**src/rtl/fwd_hazard_unit_pkg.sv**
```systemverilog
// Shared definitions for the forwarding/hazard unit: ALU operand mux select
// encodings, hazard FSM states and the default register address width.
package fwd_hazard_unit_pkg;

  localparam int REG_ADDR_W_DEF = 5;

  typedef enum logic [1:0] {
    ALU_MUX_DATA_FROM_REG       = 2'b00,
    ALU_MUX_DATA_FROM_ALU_MEM   = 2'b01,
    ALU_MUX_DATA_FROM_MEM_WB    = 2'b10,
    ALU_MUX_DATA_FROM_WB_BYPASS = 2'b11
  } alu_mux_sel_e;

  typedef enum logic {
    HZ_IDLE     = 1'b0,
    HZ_LU_STALL = 1'b1
  } hz_state_e;

  // A source hits a producer stage when it is read, the stage writes, and the
  // addresses agree on a non-zero register.
  function automatic logic src_hit(input logic used, input logic we, input logic addr_eq,
                                   input logic addr_nz);
    return used & we & addr_eq & addr_nz;
  endfunction

endpackage

```
**src/rtl/fwd_hazard_unit_fwd_src_cmp.sv**
```systemverilog
// Per-source priority compare against the EX / MEM (/ WB) destinations.
// FWD_WB_BYPASS_EN adds a WB match level below MEM.
module fwd_src_cmp
  import fwd_hazard_unit_pkg::*;
#(
  parameter int REG_ADDR_W = REG_ADDR_W_DEF
) (
  input  logic [REG_ADDR_W-1:0] i_rs,
  input  logic                  i_used,
  input  logic [REG_ADDR_W-1:0] i_ex_rd,
  input  logic                  i_ex_we,
  input  logic [REG_ADDR_W-1:0] i_mem_rd,
  input  logic                  i_mem_we,
  input  logic [REG_ADDR_W-1:0] i_wb_rd,
  input  logic                  i_wb_we,
  output logic [1:0]            o_sel,
  output logic                  o_ex_match
);

  logic w_nz;
  logic w_ex_hit;
  logic w_mem_hit;
  logic w_wb_hit;

  assign w_nz      = (i_rs != {REG_ADDR_W{1'b0}});
  assign w_ex_hit  = src_hit(i_used, i_ex_we, (i_rs == i_ex_rd), w_nz);
  assign w_mem_hit = src_hit(i_used, i_mem_we, (i_rs == i_mem_rd), w_nz);

`ifdef FWD_WB_BYPASS_EN
  assign w_wb_hit = src_hit(i_used, i_wb_we, (i_rs == i_wb_rd), w_nz);
`else
  // Register file bypasses internally; WB destination is irrelevant here.
  logic w_unused_wb;
  assign w_unused_wb = ^{i_wb_rd, i_wb_we};
  assign w_wb_hit    = 1'b0;
`endif

  assign o_ex_match = w_ex_hit;

  // Nearest producer wins: EX, then MEM, then WB.
  always_comb begin
    o_sel = ALU_MUX_DATA_FROM_REG;
    if (w_ex_hit) begin
      o_sel = ALU_MUX_DATA_FROM_ALU_MEM;
    end else if (w_mem_hit) begin
      o_sel = ALU_MUX_DATA_FROM_MEM_WB;
    end else if (w_wb_hit) begin
      o_sel = ALU_MUX_DATA_FROM_WB_BYPASS;
    end else begin
      o_sel = ALU_MUX_DATA_FROM_REG;
    end
  end

endmodule

```
**src/rtl/fwd_hazard_unit.sv**
```systemverilog
// Forwarding + hazard unit between ID and EX: registered operand mux selects,
// load-use stall/bubble and multi-cycle occupancy. Optional: FWD_WB_BYPASS_EN.
module fwd_hazard_unit
  import fwd_hazard_unit_pkg::*;
#(
  parameter int REG_ADDR_W = REG_ADDR_W_DEF,
  parameter int NUM_SRC    = 2,
  parameter int MC_LAT     = 4
) (
  input  logic                          clk,
  input  logic                          rst_n,
  input  logic                          id_valid,
  input  logic [NUM_SRC*REG_ADDR_W-1:0] id_rs_addr,
  input  logic [NUM_SRC-1:0]            id_rs_used,
  input  logic [REG_ADDR_W-1:0]         ex_rd,
  input  logic                          ex_we,
  input  logic                          ex_is_load,
  input  logic                          ex_mc_start,
  input  logic [REG_ADDR_W-1:0]         mem_rd,
  input  logic                          mem_we,
  input  logic [REG_ADDR_W-1:0]         wb_rd,
  input  logic                          wb_we,
  output logic [NUM_SRC*2-1:0]          fwd_sel,
  output logic                          stall,
  output logic                          ex_bubble,
  output logic                          mc_busy
);

  localparam int CNT_W = (MC_LAT > 2) ? $clog2(MC_LAT) : 1;
  localparam logic [CNT_W-1:0] CNT_LOAD = CNT_W'(MC_LAT - 1);

  hz_state_e              r_state;
  hz_state_e              w_state_nxt;
  logic [CNT_W-1:0]       r_mc_cnt;
  logic [NUM_SRC*2-1:0]   r_fwd_sel;
  logic [NUM_SRC*2-1:0]   w_sel_nxt;
  logic [NUM_SRC-1:0]     w_ex_match;
  logic                   w_lu_raw;
  logic                   w_lu_hazard;
  logic                   w_mc_busy;
  logic                   w_stall;

  for (genvar g = 0; g < NUM_SRC; g++) begin : g_src
    fwd_src_cmp #(
      .REG_ADDR_W (REG_ADDR_W)
    ) u_cmp (
      .i_rs       (id_rs_addr[g*REG_ADDR_W +: REG_ADDR_W]),
      .i_used     (id_rs_used[g]),
      .i_ex_rd    (ex_rd),
      .i_ex_we    (ex_we),
      .i_mem_rd   (mem_rd),
      .i_mem_we   (mem_we),
      .i_wb_rd    (wb_rd),
      .i_wb_we    (wb_we),
      .o_sel      (w_sel_nxt[g*2 +: 2]),
      .o_ex_match (w_ex_match[g])
    );
  end

  assign w_lu_raw  = id_valid & ex_is_load & (|w_ex_match);
  assign w_mc_busy = (r_mc_cnt != {CNT_W{1'b0}});
  assign w_stall   = w_lu_hazard | w_mc_busy;

  // Hazard FSM state register.
  always_ff @(posedge clk or negedge rst_n) begin
    if (!rst_n) begin
      r_state <= HZ_IDLE;
    end else begin
      r_state <= w_state_nxt;
    end
  end

  // Next state: a load-use stall is taken once; while busy the FSM waits in IDLE
  // so the hazard is re-evaluated after the multi-cycle op releases.
  always_comb begin
    w_state_nxt = r_state;
    case (r_state)
      HZ_IDLE: begin
        if (w_lu_raw && !w_mc_busy) begin
          w_state_nxt = HZ_LU_STALL;
        end else begin
          w_state_nxt = HZ_IDLE;
        end
      end
      HZ_LU_STALL: w_state_nxt = HZ_IDLE;
      default:     w_state_nxt = HZ_IDLE;
    endcase
  end

  // FSM outputs: the hazard is masked in the cycle after the stall.
  always_comb begin
    w_lu_hazard = 1'b0;
    case (r_state)
      HZ_IDLE:     w_lu_hazard = w_lu_raw;
      HZ_LU_STALL: w_lu_hazard = 1'b0;
      default:     w_lu_hazard = 1'b0;
    endcase
  end

  // Multi-cycle occupancy counter; a start while busy is ignored.
  always_ff @(posedge clk or negedge rst_n) begin
    if (!rst_n) begin
      r_mc_cnt <= {CNT_W{1'b0}};
    end else if (w_mc_busy) begin
      r_mc_cnt <= r_mc_cnt - {{(CNT_W-1){1'b0}}, 1'b1};
    end else if (ex_mc_start) begin
      r_mc_cnt <= CNT_LOAD;
    end else begin
      r_mc_cnt <= {CNT_W{1'b0}};
    end
  end

  // EX-stage mux selects; a bubble or stalled slot carries no forwarding.
  always_ff @(posedge clk or negedge rst_n) begin
    if (!rst_n) begin
      r_fwd_sel <= {(NUM_SRC*2){1'b0}};
    end else if (id_valid && !w_stall) begin
      r_fwd_sel <= w_sel_nxt;
    end else begin
      r_fwd_sel <= {(NUM_SRC*2){1'b0}};
    end
  end

  assign fwd_sel   = r_fwd_sel;
  assign mc_busy   = w_mc_busy;
  assign stall     = w_stall;
  assign ex_bubble = w_lu_hazard & ~w_mc_busy;

endmodule

```
**config.mk**
```make
export PLATFORM = sky130hd
export DESIGN_NAME = fwd_hazard_unit
export DESIGN_NICKNAME = d
export VERILOG_FILES = /design/src/rtl/fwd_hazard_unit_pkg.sv /design/src/rtl/fwd_hazard_unit_fwd_src_cmp.sv /design/src/rtl/fwd_hazard_unit.sv
export SDC_FILE = /design/constraint.sdc
export NUM_CORES = 1
export LEC_CHECK = 0
export ABC_AREA = 1
export BUFFER_PORTS_ARGS = -buffer_cell sky130_fd_sc_hd__buf_4
export CORE_MARGIN = 2
export CORE_UTILIZATION = 41
export CTS_CLUSTER_SIZE = 12
export DETAILED_ROUTE_END_ITERATION = 8
export PLACE_DENSITY_LB_ADDON = 0.1
export SYNTH_ARGS = -nofsm -noshare
export SYNTH_HDL_FRONTEND = slang
export SYNTH_SLANG_ARGS = --single-unit
```
**constraint.sdc**
```tcl
create_clock -name clk -period 1 [get_ports clk]
set_input_delay 0.05 -clock clk [delete_from_list [all_inputs] [get_ports clk]]
set_output_delay 0.05 -clock clk [all_outputs]
set_load 0.02 [all_outputs]
```
==> results list <==
* Minimum clock period: around 1.2 ns
- Summing all multi-input logic gate instances after layout gives ~420 um2.
- The path class of the tightest hold or removal check is in2reg.
- Number of buffers created by CTS: 3
* Fraction of layout cells with a size suffix above 1: 45.3%
* Main flop type after synthesis: dfrtp_1
- The repair_antennas step left the layout with diodes totalling 0.
- The count of buffers added on input and output ports is 35.
- For this run, design rule violations remaining after detail routing come to 0.
- The die covers 1960 um2.
- Along the worst path, the maximum fanout reaches 3.
- For this design the ratio of total power to cell area is between 1000 and 1500 nW/um2.
- Setup repair after global routing could not meet its margin everywhere.
- At the worst endpoint, the arrival time is about 1.1 ns.
- Final layout net count: around 200
* Number of standard cells in the final layout excluding fillers: ~190
- In this run the power spent charging and discharging nets is 0.000511 W.
- Clock skew on the completed layout was measured at 0.00170 ns.
- The first TritonRoute pass finished after 4 iterations.
- Global-route track usage on met1: 21.3%
- Share of total power consumed by net switching: 36.6%
* Placed wire-length estimate: roughly 1500 um
- Headroom to the max-slew limit came out at about four fifths.
- Via density per instance: ~4.7
- Wire length after detailed routing: approximately 1900 um
* Accumulated negative setup slack: -0.522 ns
- Global routing finished with a remaining overflow of 0.
* Violations in the final reports: setup timing
- Starting utilization of the core area: between 40% and 50%
* Clock power frac: 18.6%
- Part of the Yosys area used for sequential elements: between 20% and 30%
* First-pass GRT wire length: approximately 3000 um
- Final-report setup violation count: 7
* Number of warnings printed during yosys synthesis: 0
* Post-synthesis async set-or-reset flop share: 100%
* Num rows: 14
* Fmax: roughly 0.86 GHz
- For the pin with the worst max-slew slack, the measured transition is about 0.32 ns.
- The floorplan step set the die height to around 44 um.
* Result of the run: finished, violations left
- Type of element launching the critical path: flop
- Clock-pin slew of the registers on the worst-case setup and hold paths: 0.05 ns
- The completed layout was analyzed and its total power is between 0.001 and 0.0015 W.
- CORE AREA: 1510 um2
* Max Buffers Root-to-Sink: 2
* Final Slew Violations: 0
- The cell count after synthesis came out at about 120.
- The layout has approximately 130 filler cells.
- In this run the biggest area consumer among cell types represents a little over a quarter of the synthesized area.
- The routed layout has just under 900 vias.
- The mapped netlist covers around 670 um2.
- After detailed placement, the design holds a cell count of ~180.
- Global routing consumed, on the met2 layer, between 40% and 50% of the routing resources.
- The critical path is of the reg2out type.
- Final-layout worst hold slack: 0.0246 ns
- Per report_power, the combinational group accounts for 56.8% of the total.
- H-tree levels: 1
- Clock tree from TritonCTS: done
- When the netlist entered floorplanning its net count stood at 151.
- In this run the static leakage power is approximately 0.64 nW.
* Num Clock Sinks: 7
* Number of global-route vias before repair: 793
- Share of the clock period used by the worst path after layout: 116%
* Post-synthesis cell type with the largest combined area: dfrtp_1
- Global routing consumed, over all layers together, around 21% of the routing resources.
* Top cells by area in the synthesized netlist: dfrtp_1 26%, nand2_1 25%, nor2_1 8.5%
- Count of flip-flops with a built-in enable after synthesis: 0
* Final estimated routing congestion in global placement: 0.822
- Global routing used under 10% of the available met3 tracks.
- After synthesis, the most frequently instantiated cells are 44 x nand2_1, 15 x nor2_1, 11 x inv_2, 10 x inv_1, 7 x dfrtp_1.
- Per report_power, the sequential group accounts for 24.6% of the total.
* Dominant cell by count in the synthesized netlist: nand2_1
- Setup slack of the critical path after layout: -0.157 ns
- DR WL/cell: 10.1 um
- Cell at the root of the clock tree: clkbuf_4
- The final count of hold timing violations was 0.
- Cell internal power was estimated by the tool at 0.000885 W.
* Flip-flop and latch area: between 150 and 200 um2
* Maximum number of pins on one net before global-route repair: 8
- The tool flagged a number of max-cap violations equal to 0.
* Syn avg cell area: 5.74 um2
* Area growth, synth to finish: 66.4%
- Num ports: 42
- After global routing, the most crowded layer is met2.
- FF+latch count, synth: 7
- Post-Place Worst Slack: -0.0560 ns
- Clock latency on the worst-skew pair, taken at its later pin, is roughly 0.25 ns.
* Die X-Extent: 44.3 um
- Violation count after the first detailed-routing iteration: 15
- The number of antenna violations at the first check in global routing is 0.
- Worst setup EP type: output port
- IR drop worst, VDD: between 0.0005 and 0.0006 V
- Required time reported for the critical path endpoint: 0.95 ns
* Number of distinct library cells after synthesis: 18
- The count of nets left with antenna violations once routing finished came out at 0.
[state kept, by name, summed over array words and instances (netlist names)]
| signal | cells |
|---|---|
| r_state | 1 |
| r_mc_cnt | 2 |
| fwd_sel | 4 |
[layout make-up]
cell class | instances | area share [%]
Clock buffer | 4 | 2.37
Multi-Input combinational cell | 88 | 37.9
Sequential cell | 7 | 15.8
Timing Repair Buffer | 50 | 34.8
Inverter | 21 | 7.34
Tap cell | 16 | 1.81
[layer usage]
layer	share of wire (%)	wire length, um
met2	56	1060
met3	4.5	84
met5	0	0
met1	38	716
met4	0.91	17
[power groups by stage]
stage	Sequential [W]	Clock, W	Combinational (W)
2_1_floorplan	0.000348	0	0.000305
3_3_place_gp	0.000350	0	0.000579
3_5_place_dp	0.000355	0	0.000583
4_1_cts	0.000343	0.000253	0.000753
5_1_grt	0.000347	0.000279	0.000860
6_report	0.000344	0.000259	0.000793
[worst paths after layout]
path	startpoint	to	slack (ns)	cells after the start
max	r_mc_cnt[1]	ex_bubble	-0.16	5
min	ex_mc_start	r_mc_cnt[1]	0.02	3
max reg2reg	r_mc_cnt[1]	fwd_sel[3]	-0.06	5
min reg2reg	r_state	r_state	0.57	3
max in group asynchronous	rst_n	r_mc_cnt[1]	0.74	2
min in group asynchronous	rst_n	fwd_sel[3]	0.15	2
[worst max-delay path, cell delays in order, from the launching register on]
cell and delay (ns):
dfrtp_1 0.37, nor2_1 0.11, buf_4 0.15, inv_4 0.04
nor2_4 0.07, buf_6 0.12
[timing repair]
action / in CTS / in global routing
resized for setup: 3 / 0
endpoints found under the setup margin: 3 / 9
setup buffers: 4 / 1
pin swaps: 3 / 2
hold endpoints to repair: 7 / 0
hold buffers: 1 / 0
[cells by family after synthesis]
| kind of cell | after synthesis | share of synthesized area [%] |
|---|---|---|
| compound gates | 9 | 8.08 |
| simple gates | 77 | 51.1 |
| xor+xnor | 2 | 2.63 |
| buf+inv | 21 | 11.8 |
| flops | 7 | 26.3 |
[metrics by stage]
stage | cell area (um2) | utilization, %
floorplan | 673 | -
global placement | 1020 | 67.9
detailed placement | 1020 | 67.9
CTS | 1100 | 73.0
global route | 1110 | 73.5
finish | 1110 | 73.5
[placed cells by master, fill, tap and decap left out, drive strengths merged, types with 2 or more instances in the layout]
cell type  instances
xor2               2
inv               21
o22ai              2
nor3               2
nand3              5
dfrtp              7
a21oi              3
o21ai              2
buf               49
clkbuf             4
nand4              2
nand2             48
nor2              19
Power figures use the tool's default switching activity.
